$ cat src/rtl/dispatch_request_router_if.sv
// Bundle of the handshake and status signals around dispatch_request_router.
//   master : environment side (warp scheduler plus the three execution units)
//   slave  : the router itself
// Signals:
//   s_tvalid_req / s_tready_req / dispatch_request : scheduler request channel
//   flush                                          : synchronous clear of all queues
//   sched_ready_{alu,lsu,sp}                       : per-class readiness to the scheduler
//   m_tvalid_x / m_tready_x / m_tdata_x            : per-class drain channels (x = alu, lsu, sp)
//   occ_{alu,lsu,sp}                               : queue occupancy
//   err                                            : one-cycle error flags
interface dispatch_request_router_if #(
  parameter int unsigned DEPTH = 4
);
  localparam int unsigned OccW = $clog2(DEPTH) + 1;

  logic             s_tvalid_req;
  logic             s_tready_req;
  logic [102:0]     dispatch_request;
  logic             flush;
  logic             sched_ready_alu;
  logic             sched_ready_lsu;
  logic             sched_ready_sp;
  logic             m_tvalid_alu;
  logic             m_tready_alu;
  logic [99:0]      m_tdata_alu;
  logic             m_tvalid_lsu;
  logic             m_tready_lsu;
  logic [99:0]      m_tdata_lsu;
  logic             m_tvalid_sp;
  logic             m_tready_sp;
  logic [99:0]      m_tdata_sp;
  logic [OccW-1:0]  occ_alu;
  logic [OccW-1:0]  occ_lsu;
  logic [OccW-1:0]  occ_sp;
  logic [31:0]      err;

  modport master (
    output s_tvalid_req, dispatch_request, flush,
    output m_tready_alu, m_tready_lsu, m_tready_sp,
    input  s_tready_req, sched_ready_alu, sched_ready_lsu, sched_ready_sp,
    input  m_tvalid_alu, m_tdata_alu, m_tvalid_lsu, m_tdata_lsu, m_tvalid_sp, m_tdata_sp,
    input  occ_alu, occ_lsu, occ_sp, err
  );

  modport slave (
    input  s_tvalid_req, dispatch_request, flush,
    input  m_tready_alu, m_tready_lsu, m_tready_sp,
    output s_tready_req, sched_ready_alu, sched_ready_lsu, sched_ready_sp,
    output m_tvalid_alu, m_tdata_alu, m_tvalid_lsu, m_tdata_lsu, m_tvalid_sp, m_tdata_sp,
    output occ_alu, occ_lsu, occ_sp, err
  );
endinterface

$ cat src/rtl/dispatch_request_router.sv
// Routes 103-bit warp dispatch requests into three independent first-word-fall-through
// queues (ALU, LSU, SPECIAL) selected by the one-hot class in request bits [2:0].
// Ports:
//   clk   : clock
//   rst_n : asynchronous active-low reset; discards all queued entries
//   bus   : dispatch_request_router_if.slave (request channel, flush, per-class drain
//           channels, per-class scheduler readiness, occupancies, error flags)
// err bits: [0] illegal class, [1] ALU overflow, [2] LSU overflow, [3] SPECIAL overflow.
module dispatch_request_router #(
  parameter int unsigned DEPTH = 4
) (
  input logic                        clk,
  input logic                        rst_n,
  dispatch_request_router_if.slave   bus
);

  localparam int unsigned NumCls = 3;
  localparam int unsigned DataW  = 100;
  localparam int unsigned PtrW   = $clog2(DEPTH);
  localparam int unsigned OccW   = $clog2(DEPTH) + 1;

  // Queue storage and state, indexed 0 = ALU, 1 = LSU, 2 = SPECIAL.
  logic [DataW-1:0] r_mem [NumCls][DEPTH];
  logic [PtrW-1:0]  r_wptr [NumCls];
  logic [PtrW-1:0]  r_rptr [NumCls];
  logic [OccW-1:0]  r_occ  [NumCls];
  logic [NumCls-1:0] r_sched_ready;
  logic              r_s_tready;
  logic [3:0]        r_err;

  logic [NumCls-1:0] w_tready;
  logic [NumCls-1:0] w_push;
  logic [NumCls-1:0] w_pop;
  logic [NumCls-1:0] w_full;
  logic [NumCls-1:0] w_accept;
  logic [NumCls-1:0] w_ovf;
  logic [OccW-1:0]   w_occ_nxt [NumCls];
  logic              w_req;
  logic              w_legal;
  logic [1:0]        w_cls_idx;
  logic [3:0]        w_err_nxt;
  logic [DataW-1:0]  w_data;

  assign w_tready = {bus.m_tready_sp, bus.m_tready_lsu, bus.m_tready_alu};
  assign w_data   = bus.dispatch_request[102:3];
  assign w_req    = bus.s_tvalid_req && r_s_tready;

  always_comb begin
    w_legal   = 1'b1;
    w_cls_idx = 2'd0;
    case (bus.dispatch_request[2:0])
      3'b100:  w_cls_idx = 2'd0;
      3'b010:  w_cls_idx = 2'd1;
      3'b001:  w_cls_idx = 2'd2;
      default: w_legal = 1'b0;
    endcase
  end

  always_comb begin
    w_push    = '0;
    w_pop     = '0;
    w_full    = '0;
    w_accept  = '0;
    w_ovf     = '0;
    w_err_nxt = '0;
    for (int c = 0; c < NumCls; c++) begin
      w_push[c]   = w_req && w_legal && (w_cls_idx == 2'(c)) && !bus.flush;
      w_pop[c]    = (r_occ[c] != '0) && w_tready[c];
      w_full[c]   = (r_occ[c] == OccW'(DEPTH));
      // A pop in the same cycle frees the slot, so a full queue still accepts.
      w_accept[c] = w_push[c] && (!w_full[c] || w_pop[c]);
      w_ovf[c]    = w_push[c] && w_full[c] && !w_pop[c];
      w_occ_nxt[c] = r_occ[c] + OccW'(w_accept[c]) - OccW'(w_pop[c]);
    end
    w_err_nxt[0]   = w_req && !w_legal && !bus.flush;
    w_err_nxt[3:1] = w_ovf;
  end

  always_ff @(posedge clk or negedge rst_n) begin
    if (!rst_n) begin
      for (int c = 0; c < NumCls; c++) begin
        r_wptr[c] <= '0;
        r_rptr[c] <= '0;
        r_occ[c]  <= '0;
      end
      r_sched_ready <= '1;
      r_s_tready    <= 1'b1;
      r_err         <= '0;
    end else if (bus.flush) begin
      for (int c = 0; c < NumCls; c++) begin
        r_wptr[c] <= '0;
        r_rptr[c] <= '0;
        r_occ[c]  <= '0;
      end
      r_sched_ready <= '1;
      // Hold off the scheduler for the one cycle after a flush.
      r_s_tready    <= 1'b0;
      r_err         <= '0;
    end else begin
      for (int c = 0; c < NumCls; c++) begin
        r_occ[c] <= w_occ_nxt[c];
        if (w_accept[c]) r_wptr[c] <= r_wptr[c] + 1'b1;
        if (w_pop[c])    r_rptr[c] <= r_rptr[c] + 1'b1;
        // Two slots of headroom cover the scheduler's sample-then-push latency.
        r_sched_ready[c] <= (w_occ_nxt[c] <= OccW'(DEPTH - 2));
      end
      r_s_tready <= 1'b1;
      r_err      <= w_err_nxt;
    end
  end

  // Storage needs no reset: occupancy alone decides what is valid.
  always_ff @(posedge clk) begin
    for (int c = 0; c < NumCls; c++) begin
      if (w_accept[c]) r_mem[c][r_wptr[c]] <= w_data;
    end
  end

  assign bus.s_tready_req    = r_s_tready;
  assign bus.sched_ready_alu = r_sched_ready[0];
  assign bus.sched_ready_lsu = r_sched_ready[1];
  assign bus.sched_ready_sp  = r_sched_ready[2];

  assign bus.m_tvalid_alu = (r_occ[0] != '0);
  assign bus.m_tvalid_lsu = (r_occ[1] != '0);
  assign bus.m_tvalid_sp  = (r_occ[2] != '0);

  assign bus.m_tdata_alu = r_mem[0][r_rptr[0]];
  assign bus.m_tdata_lsu = r_mem[1][r_rptr[1]];
  assign bus.m_tdata_sp  = r_mem[2][r_rptr[2]];

  assign bus.occ_alu = r_occ[0];
  assign bus.occ_lsu = r_occ[1];
  assign bus.occ_sp  = r_occ[2];

  assign bus.err = {28'd0, r_err};

endmodule

$ cat src/flat_wrapper.sv
// flat-port wrapper written by rule: the top's interface ports become plain ports
module dispatch_request_router_flat 
#(
  parameter int unsigned DEPTH = 4
)
  (clk, rst_n, bus_s_tvalid_req, bus_dispatch_request, bus_flush, bus_m_tready_alu, bus_m_tready_lsu, bus_m_tready_sp, bus_s_tready_req, bus_sched_ready_alu, bus_sched_ready_lsu, bus_sched_ready_sp, bus_m_tvalid_alu, bus_m_tdata_alu, bus_m_tvalid_lsu, bus_m_tdata_lsu, bus_m_tvalid_sp, bus_m_tdata_sp, bus_occ_alu, bus_occ_lsu, bus_occ_sp, bus_err);
  dispatch_request_router_if #(.DEPTH(DEPTH)) bus_i ();
  input logic clk;
  input logic rst_n;
  input wire logic [$bits(bus_i.s_tvalid_req)-1:0] bus_s_tvalid_req;
  input wire logic [$bits(bus_i.dispatch_request)-1:0] bus_dispatch_request;
  input wire logic [$bits(bus_i.flush)-1:0] bus_flush;
  input wire logic [$bits(bus_i.m_tready_alu)-1:0] bus_m_tready_alu;
  input wire logic [$bits(bus_i.m_tready_lsu)-1:0] bus_m_tready_lsu;
  input wire logic [$bits(bus_i.m_tready_sp)-1:0] bus_m_tready_sp;
  output wire logic [$bits(bus_i.s_tready_req)-1:0] bus_s_tready_req;
  output wire logic [$bits(bus_i.sched_ready_alu)-1:0] bus_sched_ready_alu;
  output wire logic [$bits(bus_i.sched_ready_lsu)-1:0] bus_sched_ready_lsu;
  output wire logic [$bits(bus_i.sched_ready_sp)-1:0] bus_sched_ready_sp;
  output wire logic [$bits(bus_i.m_tvalid_alu)-1:0] bus_m_tvalid_alu;
  output wire logic [$bits(bus_i.m_tdata_alu)-1:0] bus_m_tdata_alu;
  output wire logic [$bits(bus_i.m_tvalid_lsu)-1:0] bus_m_tvalid_lsu;
  output wire logic [$bits(bus_i.m_tdata_lsu)-1:0] bus_m_tdata_lsu;
  output wire logic [$bits(bus_i.m_tvalid_sp)-1:0] bus_m_tvalid_sp;
  output wire logic [$bits(bus_i.m_tdata_sp)-1:0] bus_m_tdata_sp;
  output wire logic [$bits(bus_i.occ_alu)-1:0] bus_occ_alu;
  output wire logic [$bits(bus_i.occ_lsu)-1:0] bus_occ_lsu;
  output wire logic [$bits(bus_i.occ_sp)-1:0] bus_occ_sp;
  output wire logic [$bits(bus_i.err)-1:0] bus_err;
  assign bus_i.s_tvalid_req = bus_s_tvalid_req;
  assign bus_i.dispatch_request = bus_dispatch_request;
  assign bus_i.flush = bus_flush;
  assign bus_i.m_tready_alu = bus_m_tready_alu;
  assign bus_i.m_tready_lsu = bus_m_tready_lsu;
  assign bus_i.m_tready_sp = bus_m_tready_sp;
  assign bus_s_tready_req = bus_i.s_tready_req;
  assign bus_sched_ready_alu = bus_i.sched_ready_alu;
  assign bus_sched_ready_lsu = bus_i.sched_ready_lsu;
  assign bus_sched_ready_sp = bus_i.sched_ready_sp;
  assign bus_m_tvalid_alu = bus_i.m_tvalid_alu;
  assign bus_m_tdata_alu = bus_i.m_tdata_alu;
  assign bus_m_tvalid_lsu = bus_i.m_tvalid_lsu;
  assign bus_m_tdata_lsu = bus_i.m_tdata_lsu;
  assign bus_m_tvalid_sp = bus_i.m_tvalid_sp;
  assign bus_m_tdata_sp = bus_i.m_tdata_sp;
  assign bus_occ_alu = bus_i.occ_alu;
  assign bus_occ_lsu = bus_i.occ_lsu;
  assign bus_occ_sp = bus_i.occ_sp;
  assign bus_err = bus_i.err;
  dispatch_request_router #(.DEPTH(DEPTH)) u_core (.clk(clk), .rst_n(rst_n), .bus(bus_i));
endmodule
$ cat config.mk
export PLATFORM = sky130hd
export DESIGN_NAME = dispatch_request_router_flat
export DESIGN_NICKNAME = d
export VERILOG_FILES = /design/src/rtl/dispatch_request_router_if.sv /design/src/rtl/dispatch_request_router.sv /design/src/flat_wrapper.sv
export SDC_FILE = /design/constraint.sdc
export NUM_CORES = 1
export LEC_CHECK = 0
export CAP_MARGIN = 25
export CORE_MARGIN = 1
export CORE_UTILIZATION = 45
export CTS_CLUSTER_DIAMETER = 100
export DETAILED_ROUTE_END_ITERATION = 10
export PLACE_DENSITY_LB_ADDON = 0.15
export REMOVE_ABC_BUFFERS = 1
export SLEW_MARGIN = 0
export SYNTH_ARGS = -nofsm -noshare
export SYNTH_HDL_FRONTEND = slang
export SYNTH_SLANG_ARGS = --single-unit
$ cat constraint.sdc
create_clock -name clk -period 9.4 [get_ports clk]
set_input_delay 0.94 -clock clk [delete_from_list [all_inputs] [get_ports clk]]
set_output_delay 0.94 -clock clk [all_outputs]
set_load 0.01 [all_outputs]
* Yosys cells after proc, flatten, opt, wreduce, memory -nomap -nowiden *
Memory sizes are Yosys's and may differ from the RTL's.
Cells that the tools add are included.

operators by class
  add/subtract/negate cells = 12
  multipliers = 0
  div/mod/pow operators = 0
  $lt $le $gt $ge = 12
  equal/unequal tests = 8
  shift operators = 0
  muxes and demuxes = 41
  bitwise logic cells = 6
  reductions and logical operators = 49

operator list
  kind                                                  number
  two-way mux 400 bit                                   7
  two-way mux 100 bit                                   9
  OR reduction 400 bit                                  2
  binary-select mux 100 bit (select 2 bit)              3
  demux 100 bit (select 2 bit)                          3
  logical AND 1 bit                                     25
  >= comparator 3 bit (second input constant)           6
  NOT 2 -> 3 bit                                        6
  two-way mux 2 bit                                     8
  adder 2 x 1 -> 2 bit (second input constant)          6
  equality test 3 bit (second input constant)           4
  two-way mux 6 bit                                     2
  nonzero test 2 bit                                    6
  adder 3 x 1 -> 3 bit                                  3
  <= comparator 3 x 2 -> 1 bit (second input constant)  3
  < comparator 3 x 1 -> 1 bit (second input constant)   3
  two-way mux 9 bit                                     1
  nonzero test 3 bit                                    3
  subtractor 3 x 1 -> 3 bit                             3
  logical NOT 1 bit                                     8
  two-way mux 1 bit                                     5
  two-way mux 4 bit                                     1
  case mux 2 bit (2 select lines)                       1
  equality test 3 x 1 -> 1 bit (second input constant)  1
  other kinds (7)                                       9

storage, ports and cells
  flip-flop bits (word level) = 29
  latch bits = 0
  memory bits (writable) = 1,200
  bits in read-only memories = 0
  bits of input ports = 110
  output and inout port bits = 348
  word-level logic and storage cells = 141
  memories kept = 1

memories
  name          words  bits a word  read ports  clocked after Yosys merged registers in  wr ports  RTL line                       text
  u_core.r_mem  3      400          3           0                                        1         dispatch_request_router.sv:23  logic [DataW-1:0] r_mem [NumCls][DEPTH];

* Longest topological paths before layout *
Gate-level depths: netlist of the first run.

  depth after elaboration = 12
  mapped depth = 9
  mapped depth without buffers = 9

* Worst setup path after synthesis of the first run *
OpenSTA, ideal clock, no wires.

  kind = in2reg
  from = in bus_flush
  to = mem u_core.r_mem[0][1000] (netlist name) (enable)
  setup time = 0.470 ns
  data arrival time = 4.054 ns
  data required time = 8.930 ns
  path slack = 4.876 ns
  stages = 3
  path buffers = 0
  path through = nand3b_2 > nor4_4 > and2_1

on the way
  longest elaborated chain between the ends = 8
  elaborated cells between the ends (all ways) = 19
  classes of those cells = mux: 10; reduce/logical: 9

ends and longest elaborated chain
  what                                                                                     RTL line                        text
  from (decl)                                                                              flat_wrapper.sv:12              input wire logic [$bits(bus_i.flush)-1:0] bus_flush;
  logical NOT 1 bit *                                                                      dispatch_request_router.sv:67   w_push[c] = w_req && w_legal && (w_cls_idx == 2'(c)) && !bus.flush;
  logical AND 1 bit                                                                        dispatch_request_router.sv:67
  logical AND 1 bit                                                                        dispatch_request_router.sv:71   w_accept[c] = w_push[c] && (!w_full[c] || w_pop[c]);
  two-way mux 1 bit                                                                        dispatch_request_router.sv:115  if (w_accept[c]) r_mem[c][r_wptr[c]] <= w_data;
  two-way mux 400 bit (not written as such)                                                dispatch_request_router.sv:115
  OR reduction 400 bit (no line)                                                           -
  two-way mux 2 bit (no line) / two-way mux 400 bit (equally long branches) (2 in series)  -
  to (decl)                                                                                dispatch_request_router.sv:23

Every way passes the cells marked *; elsewhere a longest branch is shown, timed or not.

* Worst setup path in the final report of the first run *
  from = reg u_core.r_rptr[0] (netlist name)
  to = out bus_m_tdata_sp[94]

on the way
  longest elaborated chain between the ends = 4

ends and longest elaborated chain
  what                                                     RTL line                        text
  from (decl)                                              dispatch_request_router.sv:25   logic [PtrW-1:0] r_rptr [NumCls];
  from (signal, indexed assignment)                        dispatch_request_router.sv:103  if (w_pop[c]) r_rptr[c] <= r_rptr[c] + 1'b1;
  NOT 2 -> 3 bit (not written as such)                     dispatch_request_router.sv:130  assign bus.m_tdata_sp = r_mem[2][r_rptr[2]];
  binary-select mux 100 bit (select 2 bit)                 dispatch_request_router.sv:130
  two-way mux 100 bit (not written as such) (2 in series)  dispatch_request_router.sv:130
  to (decl)                                                flat_wrapper.sv:25              output wire logic [$bits(bus_i.m_tdata_sp)-1:0] bus_m_tdata_sp;

Every way passes these cells. The select of a mux whose other input is x is not followed.

==> metrics.md, run 1 <==
| Metric | Value |
|---|---|
| Outcome | complete, no violations |
| Layout cells sized above 1 | 22.6% |
| Final hold vios | 0 |
| Critical path's largest stage delay | 0.72 ns |
| Mean area per synthesized cell | 25.8 um^2 |
| Root Buffer | clkbuf_16 |
| GR Util All Layers | 20.3% |
| Hold Crit Depth | 1 |
| Tcrit/Tclk final | 54.6% |
| Fin crit period | 5.13 ns |
| Hold_buf cts | 0 |
| DRT iter0 DRCs | 1699 |
| Sw Pwr | 3.41 mW |
| Least-Margin Pin Slew | 1.13 ns |
| Die height | 318 um |
| Element type at the critical path start | flip-flop |
| Most used cell along the critical path | buf_4 |
| R2R depth | 4 |
| RSZ-0062 raised after global routing | false |
| RePlAce Congestion | 0.765 |
| Vias in the first global route | 21000 |
| Worst rel slew slack | 25.0% |
| Hpwl dp | 62.8 mm |
| IO Port Bufs | 429 |
| CP max FO | 39 |
| IR drop worst, VDD | 147 uV |
| Final setup viols | 0 |
| Post-synth EDFFs | 1200 |
| Setup CP Type | flip-flop to output port |
| Clk_skew | 0.0228 ns |
| CP Capture Type | output port |
| Total gr overflow | 0 |
| Commonest non-fill, non-tap cell in the layout | edfxtp_1 |
| Clk_lat worst skew | 0.68 ns |
| Syn Inst Count | 1742 |
| CTS Buf Count | 121 |
| Nets | 2382 |
| Synthesis-to-layout area growth | 21.5% |
| Initial antenna violation count | 8 |
| Total number of vias | 20100 |
| Slowest CP cell | buf_4 |
| MaxCap Viol Count | 0 |
| Antenna-violating nets left | 0 |
| Std cell rows | 115 |
| WL per Instance | 28.0 um |
| Post-route setup TNS | 0 ns |
| CP required | 8.46 ns |
| PostCTS Resize Cnt | 0 |
| Yosys cell types | 40 |
| Sequential fraction of design power | 45.4% |
| Placeable Area | 98700 um^2 |
| CP Cell Sequence | buf_4 > buf_4 > buf_12 > mux4_2 > clkdlybuf4s50_1 |
| H-tree levels | 3 |
| F_max | 0.195 GHz |
| Die area | 101000 um^2 |
| CTS Sinks | 1229 |
| P_leak | 17.0 nW |
| HP Class | flip-flop to flip-flop |
| Combinational share of power | 20.4% |
| Power share of the clock group | 34.2% |
| Drt total wl | 102 mm |
| Sequential share of the synthesized area | 81.7% |
| Starting Density | 45.6% |
| DR vias/cell | 5.52 |
| # IOs | 458 |
| Most frequent cells in the layout | 1200 x edfxtp_1, 429 x clkdlybuf4s50_1, 300 x mux4_2, 122 x clkbuf_16, 29 x clkinv_2 |
| Initial DRT Pass Iterations | 7 |
| Filler-free cell count of the finished design | 3638 |
| Post-CTS Setup Bufs | 0 |
| Power per Cell Area | 251 nW/um^2 |
| First-pass GRT wire length | 149 mm |
| Placed cell count | 3415 |
| Synth Warn # | 0 |
| Prevailing post-synth register cell | edfxtp_1 |
| Mapped cell area | 45000 um^2 |
| CTS tree | built |
| Worst EP arrival | 4.19 ns |
| Largest net degree at the start of global routing | 62 |
| # DRC | 0 |
| Die width | 318 um |
| N_diodes | 0 |
| Asr flop ratio synth | 2.36% |
| CTS clk-pin slew, worst paths | 0.06 ns |
| Synth Register Bits | 1229 |
| Cell internal pwr | 10.3 mW |
| CTS Buffer Depth | 3 |
| Slew Limit Fails | 0 |
| Switching share of total power | 24.9% |
per-layer routing:
layer | global-route usage (%) | vias to the layer above | share of wire [%]
li1 | - | 8441 | -
met1 | 28.7 | 10900 | 43
met2 | 32.6 | 656 | 49
met3 | 4.39 | 115 | 6.3
met4 | 4.13 | 6 | 1.4
met5 | 0 | - | 0.047
critical path, delay by kind of cell, from the launching register on:
kind | cells | cell delay (ns)
buffers and inverters | 4 | 2.15
DFF | 1 | 0.68
muxes | 1 | 0.61
worst paths after layout:
path / from / endpoint / slack [ns]
max: u_core.r_rptr[0] / bus_m_tdata_sp[94] / 4.27
min: u_core.r_wptr[2] / u_core.r_wptr[2] / 0.56
max reg2reg: u_core.bus.s_tready_req / u_core.r_mem[0][1046] / 6.00
min reg2reg: u_core.r_wptr[2] / u_core.r_wptr[2] / 0.56
max in group asynchronous: rst_n / u_core.r_sched_ready[1] / 8.43
min in group asynchronous: rst_n / u_core.r_err[0] / 0.65
through the flow:
stage               hold slack, ns  power, mW  cell area [um^2]  utilization [%]  setup slack (ns)
global placement             0.525       9.20             50700             51.4              4.49
global route                 0.586       14.2             54700             55.4              3.93
detailed placement           0.550       9.21             50800             51.5              4.38
floorplan                    0.503       7.82             44600                -              3.84
finish                       0.558       13.7             54700             55.4              4.27
CTS                          0.558       13.9             54700             55.4              4.07
area by class of cell:
cell class	count	area (um^2)
Fill cell	7244	44000
Sequential cell	1229	36800
Multi-Input combinational cell	427	7790
Timing Repair Buffer	455	4560
Clock buffer	140	3120
Tap cell	1287	1610
Clock inverter	83	751
Inverter	17	63.8
synth_stat cells, types with 4 or more instances:
library cell | instances | area [um^2]
ha_1 | 18 | 225
clkbuf_1 | 25 | 93.8
dfrtp_1 | 25 | 626
buf_2 | 33 | 165
edfxtp_1 | 1200 | 36000
dfstp_2 | 4 | 105
and2_2 | 4 | 30.0
nor2b_1 | 4 | 25.0
xnor2_1 | 4 | 35.0
nor2_1 | 17 | 63.8
buf_1 | 9 | 33.8
mux4_2 | 300 | 6760
and2_1 | 8 | 50.1
inv_1 | 17 | 63.8
buf_4 | 28 | 210
registers in the layout, summed over array words and instances, names as in the netlist:
| name | flops |
|---|---|
| u_core.r_sched_ready | 3 |
| u_core.r_rptr | 6 |
| u_core.r_mem | 1200 |
| u_core.bus.occ_sp | 3 |
| u_core.bus.occ_lsu | 3 |
| u_core.r_wptr | 6 |
| u_core.bus.occ_alu | 3 |
| u_core.bus.s_tready_req | 1 |
| u_core.r_err | 4 |
power by group through the flow:
stage	logic, mW	registers (mW)	clock network (mW)
2_1_floorplan	1.31	6.50	0
3_3_place_gp	2.84	6.35	0
3_5_place_dp	2.86	6.36	0
4_1_cts	2.88	6.24	4.79
5_1_grt	2.96	6.25	5.00
6_report	2.79	6.23	4.69
kinds of logic after synthesis:
| kind of cell | share of synthesized area (%) |
|---|---|
| xor+xnor | 0.289 |
| flops | 81.7 |
| compound gates | 0.167 |
| buf+inv | 1.29 |
| simple gates | 0.773 |
| mux | 15.2 |
| fa+ha+maj | 0.634 |
| other cells | 0.00833 |
No activity file was read; power rests on OpenSTA's default activity.
==> inputs of run 2 (changes only) <==
clock period = 5.3 ns   (was 9.4 ns; I/O delays follow)
==> run 2 against run 1 <==
Against the previous run: critical path depth down 2; first-iteration DRC count decreased by 2.5%; clock skew decreased by 0.0027 ns; sequential cell count did not move; clock power is 87% higher; hold slack got worse by 0.34 ns; setup slack got worse by 2.8 ns; utilization rose by 0.59 points; wire length is 1.1% higher.
==> metrics.md, run 2 (synthesis results as in run 1) <==
| Metric | Value |
|---|---|
| F_max | 0.259 GHz |
| Die area | 101000 um^2 (unchanged) |
| Nets | 2408 (was 2382) |
| Element type at the critical path start | flip-flop (unchanged) |
| Final hold vios | 0 (unchanged) |
| Initial antenna violation count | 2 (was 8) |
| CP max FO | 38 (was 39) |
| PostCTS Resize Cnt | 0 (unchanged) |
| CP Capture Type | output port (unchanged) |
| Tot Pwr | 24.9 mW (was 13.7 mW) |
| Power share of the clock group | 35.4% (was 34.2%) |
| Root Buffer | clkbuf_16 (unchanged) |
| Fin crit period | 3.86 ns |
| Final setup viols | 0 (unchanged) |
| Largest net degree at the start of global routing | 101 (was 62) |
| Worst EP arrival | 3.33 ns (was 4.19 ns) |
| Slew Limit Fails | 0 (unchanged) |
| Total gr overflow | 0 (unchanged) |
| Drt total wl | 103 mm (was 102 mm) |
| Least-Margin Pin Slew | 1.03 ns (was 1.13 ns) |
| Hold_ws | 0.215 ns (was 0.558 ns) |
| Filler-free cell count of the finished design | 3656 (was 3638) |
| N_diodes | 0 (unchanged) |
| Placed cell count | 3432 (was 3415) |
| Hpwl dp | 64.7 mm (was 62.8 mm) |
| DRT iter0 DRCs | 1657 (was 1699) |
| IO Port Bufs | 429 (unchanged) |
| Tcrit/Tclk final | 72.9% |
| P_leak | 17.3 nW (was 17.0 nW) |
| Worst rel slew slack | 31.3% (was 25.0%) |
| Max reg flops | 1200 (unchanged) |
| First-pass GRT wire length | 149 mm (about the same) |
| HP Class | primary input to async pin (was flip-flop to flip-flop) |
| Clk_lat worst skew | 0.71 ns (was 0.68 ns) |
| Die width | 318 um (unchanged) |
| Clk_skew | 0.0201 ns (was 0.0228 ns) |
| Post-CTS Setup Bufs | 0 (unchanged) |
| Placed inst area | 51100 um^2 (was 50800 um^2) |
| Cell internal pwr | 18.8 mW (was 10.3 mW) |
| Antenna-violating nets left | 0 (unchanged) |
| Routed wl met2 | 50.6 mm (was 50.3 mm) |
| # DRC | 0 (unchanged) |
| H-tree levels | 4 (was 3) |
| Switching share of total power | 24.5% (was 24.9%) |
| Met3 wire length | 6.46 mm (was 6.42 mm) |
| Starting Density | 45.6% (unchanged) |
| IR drop worst, VDD | 209 uV (was 147 uV) |
| Top Metal Used | met5 (unchanged) |
| DR vias/cell | 5.55 (was 5.52) |
| MaxCap Viol Count | 0 (unchanged) |
| CTS clk-pin slew, worst paths | 0.06 ns (about the same) |
| RePlAce Congestion | 0.776 (was 0.765) |
| Post-route setup TNS | 0 ns (unchanged) |
| Finished Cell Area | 55300 um^2 (was 54700 um^2) |
| WL per Instance | 28.2 um (was 28.0 um) |
| Synthesis-to-layout area growth | 22.8% (was 21.5%) |
| Most frequent cells in the layout | 1200 x edfxtp_1, 429 x clkdlybuf4s50_1, 300 x mux4_2, 139 x clkbuf_16, 28 x conb_1 (was 1200 x edfxtp_1, 429 x clkdlybuf4s50_1, 300 x mux4_2, 122 x clkbuf_16, 29 x clkinv_2) |
| CTS tree | built (unchanged) |
| Combinational share of power | 20.1% (was 20.4%) |
| CP required | 4.77 ns (was 8.46 ns) |
| Hold_buf cts | 0 (unchanged) |
| GR Util All Layers | 20.6% (was 20.3%) |
| RSZ-0062 raised after global routing | false (unchanged) |
| DRT met1 WL | 44.3 mm (was 43.8 mm) |
| Die height | 318 um (unchanged) |
| Layout cells sized above 1 | 23.1% (was 22.6%) |
| Sequential fraction of design power | 44.5% (was 45.4%) |
| Setup CP Type | flip-flop to output port (unchanged) |
| Final WS setup | 1.44 ns (was 4.27 ns) |
| Outcome | complete, no violations (unchanged) |
| Placeable Area | 98700 um^2 (unchanged) |
| Initial DRT Pass Iterations | 5 (was 7) |
| Total number of vias | 20300 (was 20100) |
| CTS Sinks | 1229 (unchanged) |
| CTS Buf Count | 130 (was 121) |
| Commonest non-fill, non-tap cell in the layout | edfxtp_1 (unchanged) |
| Pre-CTS setup slack | 1.23 ns (was 4.38 ns) |
| CTS Buffer Depth | 3 (unchanged) |
| Fin util | 56.0% (was 55.4%) |
| Sw Pwr | 6.09 mW (was 3.41 mW) |
| Std cell rows | 115 (unchanged) |
| Power per Cell Area | 450 nW/um^2 (was 251 nW/um^2) |
| # IOs | 458 (unchanged) |
| Vias in the first global route | 20900 (was 21000) |
## run 2: changes by cell type in the layout (fill, tap and decap cells not counted)
cell	delta
clkinv_4	-3
clkinv_8	-3
clkinvlp_4	-3
buf_16	-3
inv_8	+1
buf_4	-1
clkinv_2	-9
buf_12	+21
clkinv_1	-6
clkbuf_1	+8
clkbuf_16	+17
clkbuf_8	+1
bufinv_16	-2
## run 2: power by group through the flow
stage          Clock (mW)  Combinational (mW)  Sequential (mW)
2_1_floorplan           0                2.33             11.5
3_3_place_gp            0                5.13             11.3
3_5_place_dp            0                5.13             11.3
4_1_cts              8.99                5.16             11.1
5_1_grt              9.37                5.30             11.1
6_report             8.79                5.01             11.1
## run 2: area by class of cell
class,instances,area [um^2]
well taps,1287,1610
flip-flops and latches,1229,36800
clock buffers,166,3590
clock inverters,58,537
repair buffers,472,4890
fillers,7191,43400
inverters,17,63.8
multi-input cells,427,7790
## run 2: layer usage
metal  track usage [%]  vias up
met3              4.56      113
li1                  -     8475
met4              5.28        2
met1              28.9    11000
met5                 0        -
met2              33.0      696
## run 2: worst max-delay path, stage by stage (launching register included)
cell and delay, ns:
dfrtp_4 0.93, buf_12 0.38, mux4_2 0.65, clkdlybuf4s50_1 0.53
## run 2: worst paths after layout
check / from / to / slack, ns / depth (start not counted)
worst max-delay path: u_core.r_rptr[2] / bus_m_tdata_lsu[57] / 1.44 / 3
worst min-delay path: rst_n / u_core.bus.occ_lsu[0] / 0.21 / 2
worst max register to register: u_core.bus.s_tready_req / u_core.r_mem[0][795] / 2.49 / 4
worst min register to register: u_core.r_wptr[2] / u_core.r_wptr[2] / 0.54 / 1
max in group asynchronous: rst_n / u_core.bus.s_tready_req / 4.76 / 2
min in group clk: u_core.r_wptr[2] / u_core.r_wptr[2] / 0.54 / 1
